$ cat src/rtl/curve25519_modaddsub_if.sv
// Start/ready handshake plus operand and result word ports of the 2^255-19 add/sub unit.
// The memory/controller side takes the master modport; the arithmetic unit takes slave.
interface curve25519_modaddsub_if #(
   parameter int WORD_W = 32,
   parameter int ADDR_W = 8
);
   logic              start;
   logic              sub;
   logic              ready;
   logic [ADDR_W-1:0] a_addr;
   logic [WORD_W-1:0] a_data;
   logic [ADDR_W-1:0] b_addr;
   logic [WORD_W-1:0] b_data;
   logic [ADDR_W-1:0] z_addr;
   logic [WORD_W-1:0] z_data;
   logic              z_we;

   modport master (
      output start, sub, a_data, b_data,
      input  ready, a_addr, b_addr, z_addr, z_data, z_we
   );

   modport slave (
      input  start, sub, a_data, b_data,
      output ready, a_addr, b_addr, z_addr, z_data, z_we
   );
endinterface

$ cat src/rtl/curve25519_modaddsub.sv
// Word-serial (A +/- B) mod 2^255-19: one pass forms S, one pass forms T = S -/+ p,
// then the in-range one of S/T is streamed out to the result memory.
module curve25519_modaddsub #(
   parameter int WORD_W    = 32,
   parameter int NUM_WORDS = 256 / WORD_W,
   parameter int ADDR_W    = 8
) (
   input logic                   clk,
   input logic                   reset,
   curve25519_modaddsub_if.slave bus
);
   // state | meaning
   // IDLE  | ready=1, waiting for start
   // LOAD  | read A/B words, S = A +/- B; first cycle only covers the read latency
   // CORR  | T = S - p (add) or S + p (sub); last borrow/carry kept as c2
   // WRITE | stream selected S or T words out on z_*
   typedef enum logic [1:0] {IDLE, LOAD, CORR, WRITE} state_t;

   localparam int                IW        = (NUM_WORDS > 1) ? $clog2(NUM_WORDS) : 1;
   localparam logic [IW-1:0]     LAST      = IW'(NUM_WORDS - 1);
   localparam logic [ADDR_W-1:0] LAST_ADDR = ADDR_W'(NUM_WORDS - 1);

   state_t            state;
   logic [IW-1:0]     idx;
   logic              primed;
   logic              sub_r;
   logic              cy;
   logic              c1;
   logic              c2;
   logic [WORD_W-1:0] s_mem [NUM_WORDS];
   logic [WORD_W-1:0] t_mem [NUM_WORDS];

   logic [WORD_W-1:0] p_word;
   logic [WORD_W-1:0] s_cur;
   logic [WORD_W:0]   cy_ext;
   logic [WORD_W:0]   ld_res;
   logic [WORD_W:0]   corr_res;
   logic [IW-1:0]     idx_p1;
   logic              sel_now;
   logic              sel_wr;

   always_comb begin
      cy_ext = {{WORD_W{1'b0}}, cy};
      if (idx == '0)
         p_word = {WORD_W{1'b1}} - WORD_W'(18);
      else if (idx == LAST)
         p_word = {1'b0, {(WORD_W-1){1'b1}}};
      else
         p_word = '1;
      s_cur  = s_mem[idx];
      idx_p1 = idx + IW'(1);
      // Top bit of each WORD_W+1 result is the carry (add) or borrow (sub) out
      if (sub_r) begin
         ld_res   = {1'b0, bus.a_data} - {1'b0, bus.b_data} - cy_ext;
         corr_res = {1'b0, s_cur} + {1'b0, p_word} + cy_ext;
         sel_now  = c1;
         sel_wr   = c1;
      end else begin
         ld_res   = {1'b0, bus.a_data} + {1'b0, bus.b_data} + cy_ext;
         corr_res = {1'b0, s_cur} - {1'b0, p_word} - cy_ext;
         sel_now  = c1 | ~corr_res[WORD_W];
         sel_wr   = c1 | ~c2;
      end
   end

   // S/T scratch is never cleared: it is only read after being rewritten by a new operation
   always_ff @(posedge clk) begin
      if (state == LOAD && primed)
         s_mem[idx] <= ld_res[WORD_W-1:0];
      if (state == CORR)
         t_mem[idx] <= corr_res[WORD_W-1:0];
   end

   always_ff @(posedge clk) begin
      if (reset) begin
         state      <= IDLE;
         bus.ready  <= 1'b1;
         bus.z_we   <= 1'b0;
         bus.a_addr <= '0;
         bus.b_addr <= '0;
         bus.z_addr <= '0;
         bus.z_data <= '0;
         idx        <= '0;
         primed     <= 1'b0;
         sub_r      <= 1'b0;
         cy         <= 1'b0;
         c1         <= 1'b0;
         c2         <= 1'b0;
      end else begin
         case (state)
            IDLE: begin
               if (bus.start) begin
                  state      <= LOAD;
                  bus.ready  <= 1'b0;
                  sub_r      <= bus.sub;
                  cy         <= 1'b0;
                  c1         <= 1'b0;
                  c2         <= 1'b0;
                  bus.a_addr <= '0;
                  bus.b_addr <= '0;
                  idx        <= '0;
                  primed     <= 1'b0;
               end
            end
            LOAD: begin
               if (bus.a_addr != LAST_ADDR) begin
                  bus.a_addr <= bus.a_addr + ADDR_W'(1);
                  bus.b_addr <= bus.a_addr + ADDR_W'(1);
               end
               primed <= 1'b1;
               if (primed) begin
                  if (idx == LAST) begin
                     c1    <= ld_res[WORD_W];
                     cy    <= 1'b0;
                     idx   <= '0;
                     state <= CORR;
                  end else begin
                     cy  <= ld_res[WORD_W];
                     idx <= idx_p1;
                  end
               end
            end
            CORR: begin
               if (idx == LAST) begin
                  // Selection must be known now so word 0 is on z_data in the first WRITE cycle
                  c2         <= corr_res[WORD_W];
                  idx        <= '0;
                  state      <= WRITE;
                  bus.z_we   <= 1'b1;
                  bus.z_addr <= '0;
                  bus.z_data <= sel_now ? t_mem[0] : s_mem[0];
               end else begin
                  cy  <= corr_res[WORD_W];
                  idx <= idx_p1;
               end
            end
            WRITE: begin
               if (idx == LAST) begin
                  bus.z_we  <= 1'b0;
                  bus.ready <= 1'b1;
                  idx       <= '0;
                  state     <= IDLE;
               end else begin
                  idx        <= idx_p1;
                  bus.z_addr <= ADDR_W'(idx_p1);
                  bus.z_data <= sel_wr ? t_mem[idx_p1] : s_mem[idx_p1];
               end
            end
            default: state <= IDLE;
         endcase
      end
   end
endmodule
$ cat src/flat_wrapper.sv
// flat-port wrapper written by rule: the top's interface ports become plain ports
module curve25519_modaddsub_flat 
#(
   parameter int WORD_W    = 32,
   parameter int NUM_WORDS = 256 / WORD_W,
   parameter int ADDR_W    = 8
)
  (clk, reset, bus_start, bus_sub, bus_a_data, bus_b_data, bus_ready, bus_a_addr, bus_b_addr, bus_z_addr, bus_z_data, bus_z_we);
  curve25519_modaddsub_if #(.WORD_W(WORD_W), .ADDR_W(ADDR_W)) bus_i ();
  input logic clk;
  input logic reset;
  input wire logic [$bits(bus_i.start)-1:0] bus_start;
  input wire logic [$bits(bus_i.sub)-1:0] bus_sub;
  input wire logic [$bits(bus_i.a_data)-1:0] bus_a_data;
  input wire logic [$bits(bus_i.b_data)-1:0] bus_b_data;
  output wire logic [$bits(bus_i.ready)-1:0] bus_ready;
  output wire logic [$bits(bus_i.a_addr)-1:0] bus_a_addr;
  output wire logic [$bits(bus_i.b_addr)-1:0] bus_b_addr;
  output wire logic [$bits(bus_i.z_addr)-1:0] bus_z_addr;
  output wire logic [$bits(bus_i.z_data)-1:0] bus_z_data;
  output wire logic [$bits(bus_i.z_we)-1:0] bus_z_we;
  assign bus_i.start = bus_start;
  assign bus_i.sub = bus_sub;
  assign bus_i.a_data = bus_a_data;
  assign bus_i.b_data = bus_b_data;
  assign bus_ready = bus_i.ready;
  assign bus_a_addr = bus_i.a_addr;
  assign bus_b_addr = bus_i.b_addr;
  assign bus_z_addr = bus_i.z_addr;
  assign bus_z_data = bus_i.z_data;
  assign bus_z_we = bus_i.z_we;
  curve25519_modaddsub #(.WORD_W(WORD_W), .NUM_WORDS(NUM_WORDS), .ADDR_W(ADDR_W)) u_core (.clk(clk), .reset(reset), .bus(bus_i));
endmodule
$ cat config.mk
export PLATFORM = sky130hd
export DESIGN_NAME = curve25519_modaddsub_flat
export DESIGN_NICKNAME = d
export VERILOG_FILES = /design/src/rtl/curve25519_modaddsub_if.sv /design/src/rtl/curve25519_modaddsub.sv /design/src/flat_wrapper.sv
export SDC_FILE = /design/constraint.sdc
export NUM_CORES = 1
export LEC_CHECK = 0
export CAP_MARGIN = 20
export CORE_ASPECT_RATIO = 1.25
export CORE_UTILIZATION = 62
export DETAILED_ROUTE_END_ITERATION = 7
export PLACE_DENSITY_LB_ADDON = 0.08
export SYNTH_ARGS = -nofsm -noshare
export SYNTH_HDL_FRONTEND = slang
export SYNTH_SLANG_ARGS = --single-unit
export TNS_END_PERCENT = 5
$ cat constraint.sdc
create_clock -name clk -period 6.8 [get_ports clk]
set_input_delay 1.36 -clock clk [delete_from_list [all_inputs] [get_ports clk]]
set_output_delay 1.36 -clock clk [all_outputs]
set_load 0.01 [all_outputs]
==> flow_summary.toml, run 1 <==
[run_status]
status = "complete, no violations"

[drt]
vias = 20600
drt-pass1-iter-count = 6
wirelength_mm = 81.5
drt-initial-drc-count = 1868
vias_per_cell = 6.62
wl_per_cell_um = 26.2
antenna_left = 0
route.detailed.drc = 0

[die]
die_width_um = 204
start_util_pct = 62.8
std_cell_rows = 92
io_pins = 126
fp.coreArea_um2 = 50300
fp.dieArea_um2 = 51800
fp.dieH_um = 254

[clock_network]
cts.sink_count = 570
clock_latency_ns = 0.60
cts_tree = "done"
htree_levels = 2
cts_root_buffer = "clkbuf_16"
path_clk_slew_ns = 0.06
postCtsSetupRepairBufs = 0
cts_hold_buf = 0
post_cts_resized = 0
tritoncts.num_buffers = 52
clock_path_buffers = 3

[pwr]
power_density_nw_per_um2 = 357
peakVddDrop_v = 0.000218
power_leakage_nw = 12.3

[placed_design]
io_buffers = 120
place_inst = 3005
dpl_cell_area_um2 = 33700
routabilityCongestion = 0.943
hpwlAfterDp_mm = 56.6

[grt]
grt_pass1_wl_mm = 123
antenna_found_initial = 0
track_usage_pct = 31.8
grt_max_degree = 94
grt.overflow.total = 0
grt_pass1_vias = 21100

[sta]
fmaxAchievable_mhz = 183
final_max_slew_viol_count = 0
setup_violations = 0
setup_tns_ns = 0
final.setup_skew_ns = 0.0360
max-slew-margin-rel_pct = 21.1
tightestPinTransition_ns = 1.17
hold_viol = 0
fin_crit_ns = 5.47
grt_setup_unrepaired = "no"
timing.final.crit_share_pct = 80.4

[logic_synthesis]
async_reset_ff_share_pct = 0
yosysSeqAreaShare_pct = 52.4
avgSynthCellArea_um2 = 13.8
synth.ff_latch_count = 570
syn_area_um2 = 31600
synth_cell_types = 72
ys_warn_count = 0
synth-main-ff-cell = "edfxtp_1"
postSynthCellCount = 2287
synth_edf_count = 512

[flow_run]
maxCapViolCount = 0

[final_layout]
fillers = 3370
synthToLayoutAreaGrowth_pct = 12.4
stdcell_count = 3107
n_antenna_cell = 0
stdcell_area_um2 = 35500
drive_gt1_share_pct = 16.5
seq_area_um2 = 16600
final_nets = 2662
multiInputGateArea_um2 = 14000

[critical_path]
required_ns = 7.23
critPathCaptureType = "flip-flop"
cp-start-kind = "flip-flop"
cp_max_fo = 30
path_class = "reg2reg"
critPathArrivalTime_ns = 5.90

[worst_hold_path]
worstHoldPathType = "reg2reg"
## Yosys cell counts (27+ instances only)
master / number / area, µm²
clkbuf_1: 68 / 255
nand2_1: 100 / 375
xnor2_1: 89 / 780
nand3_1: 29 / 145
o21ai_0: 96 / 480
inv_1: 177 / 664
mux4_2: 220 / 4950
buf_1: 27 / 101
edfxtp_1: 512 / 15400
ha_1: 180 / 2250
nor3_1: 36 / 180
dfxtp_1: 58 / 1160
nor2_1: 111 / 417
a21o_1: 27 / 203
mux2i_1: 82 / 821
a21oi_1: 116 / 581
a22oi_1: 34 / 255
## worst paths after layout
path,start,end,slack (ns),depth (start not counted)
setup reg to reg,flip-flop,u_core.bus.z_data[13],1.33,13
hold reg to reg,u_core.bus.z_we,u_core.bus.z_we,0.47,1
hold / removal,u_core.bus.z_we,u_core.bus.z_we,0.47,1
setup / recovery,flip-flop,u_core.bus.z_data[13],1.33,13
## registers in the layout, summed over array words and instances, names as in the netlist, named ones only
signal             cells
u_core.bus.a_addr      8
u_core.c1              1
u_core.primed          1
u_core.bus.z_addr      3
u_core.c2              1
u_core.bus.z_we        1
u_core.bus.ready       1
u_core.state           2
u_core.t_mem         256
u_core.s_mem         256
u_core.cy              1
u_core.bus.z_data     32
u_core.idx             3
u_core.sub_r           1
## worst max-delay path: stages, from the launching register on
cell and delay, ns:
dfxtp_4 0.65, buf_12 0.34, buf_4 0.28, mux4_2 0.53
mux2i_1 0.55, ha_1 0.41, nor4_1 0.60, o2111ai_1 0.31
a21oi_1 0.38, nor3_1 0.16, a211oi_4 0.24, buf_4 0.47
mux2i_1 0.27, o21ai_0 0.09
## logic make-up after synthesis
logic type / after synthesis / synth area share [%]
flip-flops: 570 / 52.4
AO/OA/AOI/OAI: 436 / 8.92
AND/OR/NAND/NOR: 383 / 5.77
multiplexers: 309 / 18.5
buffers and inverters: 292 / 3.76
adder cells (fa/ha/maj): 188 / 7.64
XOR/XNOR: 108 / 3.00
other: 1 / 0.0119
## metrics by stage
stage / utilization [%] / hold WS [ns] / power, mW / setup slack, ns
detailed placement: 67.0 / 0.467 / 9.67 / 1.02
finish: 70.6 / 0.475 / 12.7 / 1.33
floorplan: - / 0.492 / 8.24 / 1.72
global placement: 66.9 / 0.459 / 9.56 / 1.13
global route: 70.6 / 0.501 / 13.2 / 0.911
CTS: 70.5 / 0.481 / 12.6 / 1.34
## where the power goes
| part | internal [mW] | switching (mW) |
|---|---|---|
| registers | 4.62 | 0.151 |
| logic | 1.99 | 2.89 |
| clock network | 1.72 | 1.29 |
## layer usage
layer	global-route usage (%)	share of wire, %
met2	56.5	51
met3	3.21	6.2
met1	40.5	39
met5	0	0
met4	11.9	3.6
## cell type report
| type | count | area share (%) |
|---|---|---|
| clock inverters | 39 | 1.13 |
| clock buffers | 58 | 3.85 |
| inverters | 178 | 1.88 |
| flip-flops and latches | 570 | 46.6 |
| well taps | 658 | 2.32 |
| multi-input cells | 1429 | 39.5 |
| repair buffers | 175 | 4.67 |
## placed cells by master, fill, tap and decap left out, types with 20 or more instances in the layout
cell type,synthesis,routed
edfxtp_1,512,512
mux4_2,220,220
ha_1,180,178
inv_1,177,177
clkdlybuf4s50_1,0,120
a21oi_1,116,116
nand2_1,100,100
nor2_1,111,97
o21ai_0,96,96
xnor2_1,89,89
mux2i_1,82,82
clkbuf_16,0,54
dfxtp_1,58,53
buf_4,14,47
a22oi_1,34,34
nor3_1,36,32
nand3_1,29,29
a21o_1,27,27
nand2b_1,24,24
o21bai_1,21,20
Note: power is estimated with default switching activity, not from simulation.
==> run 2, diff against run 1 <==
--- a/config.mk
+++ b/config.mk
@@ -7,7 +7,7 @@
 export LEC_CHECK = 0
 export CAP_MARGIN = 20
 export CORE_ASPECT_RATIO = 1.25
-export CORE_UTILIZATION = 62
+export CORE_UTILIZATION = 56
 export DETAILED_ROUTE_END_ITERATION = 7
 export PLACE_DENSITY_LB_ADDON = 0.08
 export SYNTH_ARGS = -nofsm -noshare
==> constraint.sdc (replaced) <==
create_clock -name clk -period 4.65 [get_ports clk]
set_input_delay 0.93 -clock clk [delete_from_list [all_inputs] [get_ports clk]]
set_output_delay 0.93 -clock clk [all_outputs]
set_load 0.01 [all_outputs]
==> run 2 against run 1 <==
Setup slack got worse by 1.3 ns. Cell area up 5.7%. Via count is 4.2% higher.
==> flow_summary.toml, run 2 (synthesized netlist as in run 1, its figures left out) <==
[grt]
grt_pass1_wl_mm = 132
antenna_found_initial = 0
track_usage_pct = 31.2
grt_max_degree = 58
grt.overflow.total = 0
grt_pass1_vias = 22000

[sta]
fin_crit_ns = 4.65
max-slew-margin-rel_pct = 22.5
final.setup_skew_ns = 0.0407
hold_viol = 0
timing.final.crit_share_pct = 99.9
tightestPinTransition_ns = 1.16
setup_violations = 0
fmaxAchievable_mhz = 215
final_max_slew_viol_count = 0

[critical_path]
path_class = "reg2reg"
critPathArrivalTime_ns = 5.11
required_ns = 5.11
critPathCaptureType = "flip-flop"
cp-start-kind = "flip-flop"
cp_max_fo = 15

[pwr]
p_clk_share_pct = 23.3
power.total_mw = 20.0
p_int_mw = 13.2
combPwrFrac_pct = 42.3
switching_share_pct = 33.8
power_leakage_nw = 13.4
peakVddDrop_v = 0.000392
p_seq_share_pct = 34.5
power.switching_mw = 6.76
power_density_nw_per_um2 = 532

[final_layout]
seq_area_um2 = 16600
n_antenna_cell = 0
layout_commonest_cell = "edfxtp_1"
synthToLayoutAreaGrowth_pct = 18.8
multiInputGateArea_um2 = 14100
reg.largest.list = "u_core.s_mem x256, u_core.t_mem x256, u_core.bus.z_data x32"
layout_common_cells = "edfxtp_1 (512), buf_4 (236), mux4_2 (220)"
final_nets = 2866
drive_gt1_share_pct = 23.7
fillers = 3891
final_util_pct = 67.9

[drt]
wirelength_mm = 89.7
vias = 21400
route.detailed.drc = 0
wl_per_cell_um = 26.5
antenna_left = 0
drt-initial-drc-count = 2158
drt-pass1-iter-count = 6
vias_per_cell = 6.32

[clock_network]
tritoncts.num_buffers = 55
cts_tree = "done"
clock_path_buffers = 3
cts_root_buffer = "clkbuf_16"
cts.sink_count = 570
htree_levels = 2
path_clk_slew_ns = 0.07
cts_hold_buf = 0
clock_latency_ns = 0.63

[placed_design]
io_buffers = 120
hpwlAfterDp_mm = 60.2
routabilityCongestion = 0.933

[die]
fp.dieArea_um2 = 57300
fp.dieH_um = 267
die_width_um = 214
start_util_pct = 57.2
std_cell_rows = 96
fp.coreArea_um2 = 55300
io_pins = 126

[flow_run]
maxCapViolCount = 0

[run_status]
status = "complete, no violations"

[worst_hold_path]
worstHoldPathType = "reg2reg"
[run 2: power by group through the flow]
stage	clock [mW]	combinational (mW)	sequential, mW
final	4.65	8.44	6.89
after global routing	4.88	9.03	6.90
after CTS	4.70	8.15	6.88
after detailed placement	0	8.09	6.99
after global placement	0	7.93	6.98
after floorplan	0	5.14	6.92
[run 2: path summary, 6_finish.rpt]
| path | slack, ns | from | endpoint | cells past startpoint |
|---|---|---|---|---|
| max | 0.002 | flip-flop | u_core.bus.z_data[6] | 19 |
| min | 0.47 | u_core.bus.z_we | u_core.bus.z_we | 1 |
| max reg2reg | 0.002 | flip-flop | u_core.bus.z_data[6] | 19 |
| min reg2reg | 0.47 | u_core.bus.z_we | u_core.bus.z_we | 1 |
[run 2: final cells by class]
class / instances / area share, %
flip-flops and latches: 570 / 44.1
multi-input cells: 1429 / 37.6
repair buffers: 376 / 9.02
clock buffers: 80 / 4.21
well taps: 735 / 2.45
inverters: 178 / 1.78
clock inverters: 24 / 0.823
[run 2: worst max-delay path, stage by stage, from the launching register on]
cell,delay (ns)
dfxtp_4,0.45
buf_4,0.15
mux4_2,0.50
mux2i_1,0.19
buf_4,0.16
ha_1,0.13
inv_1,0.04
ha_1,0.32
and3b_1,0.20
or4_4,0.43
a2bb2oi_1,0.16
buf_4,0.15
o2111ai_2,0.09
a21oi_2,0.13
o31a_1,0.31
a211oi_4,0.28
buf_6,0.19
buf_12,0.20
mux2i_2,0.26
o21ai_0,0.10
[run 2: stage by stage]
stage | hold WS [ns] | instance area (µm²) | std cells | setup slack [ns] | TNS (ns)
finish | 0.468 | 37500 | 3392 | 0.00241 | 0
global route | 0.501 | 37500 | 3392 | -0.0606 | -0.211
CTS | 0.476 | 37300 | 3383 | 0.00462 | 0
detailed placement | 0.461 | 35400 | 3279 | -0.268 | -6.00
global placement | 0.454 | 35400 | 3279 | -0.165 | -3.35
floorplan | 0.492 | 31600 | 2291 | 0.00722 | 0
[run 2: repair_timing]
| item | 4_1_cts | 5_1_grt |
|---|---|---|
| setup buffers | 0 | 6 |
| pin swaps | 0 | 5 |
| hold endpoints to repair | 0 | 0 |
| resized for setup | 4 | 22 |
| gates cloned | 0 | 3 |
| setup endpoints to repair | 44 | 99 |
[run 2: metal layers]
metal | global-route usage, % | wire [µm]
met3 | 4.26 | 5970
met1 | 39.2 | 34600
met4 | 11.5 | 3490
met2 | 55.1 | 45700
met5 | 0 | 0
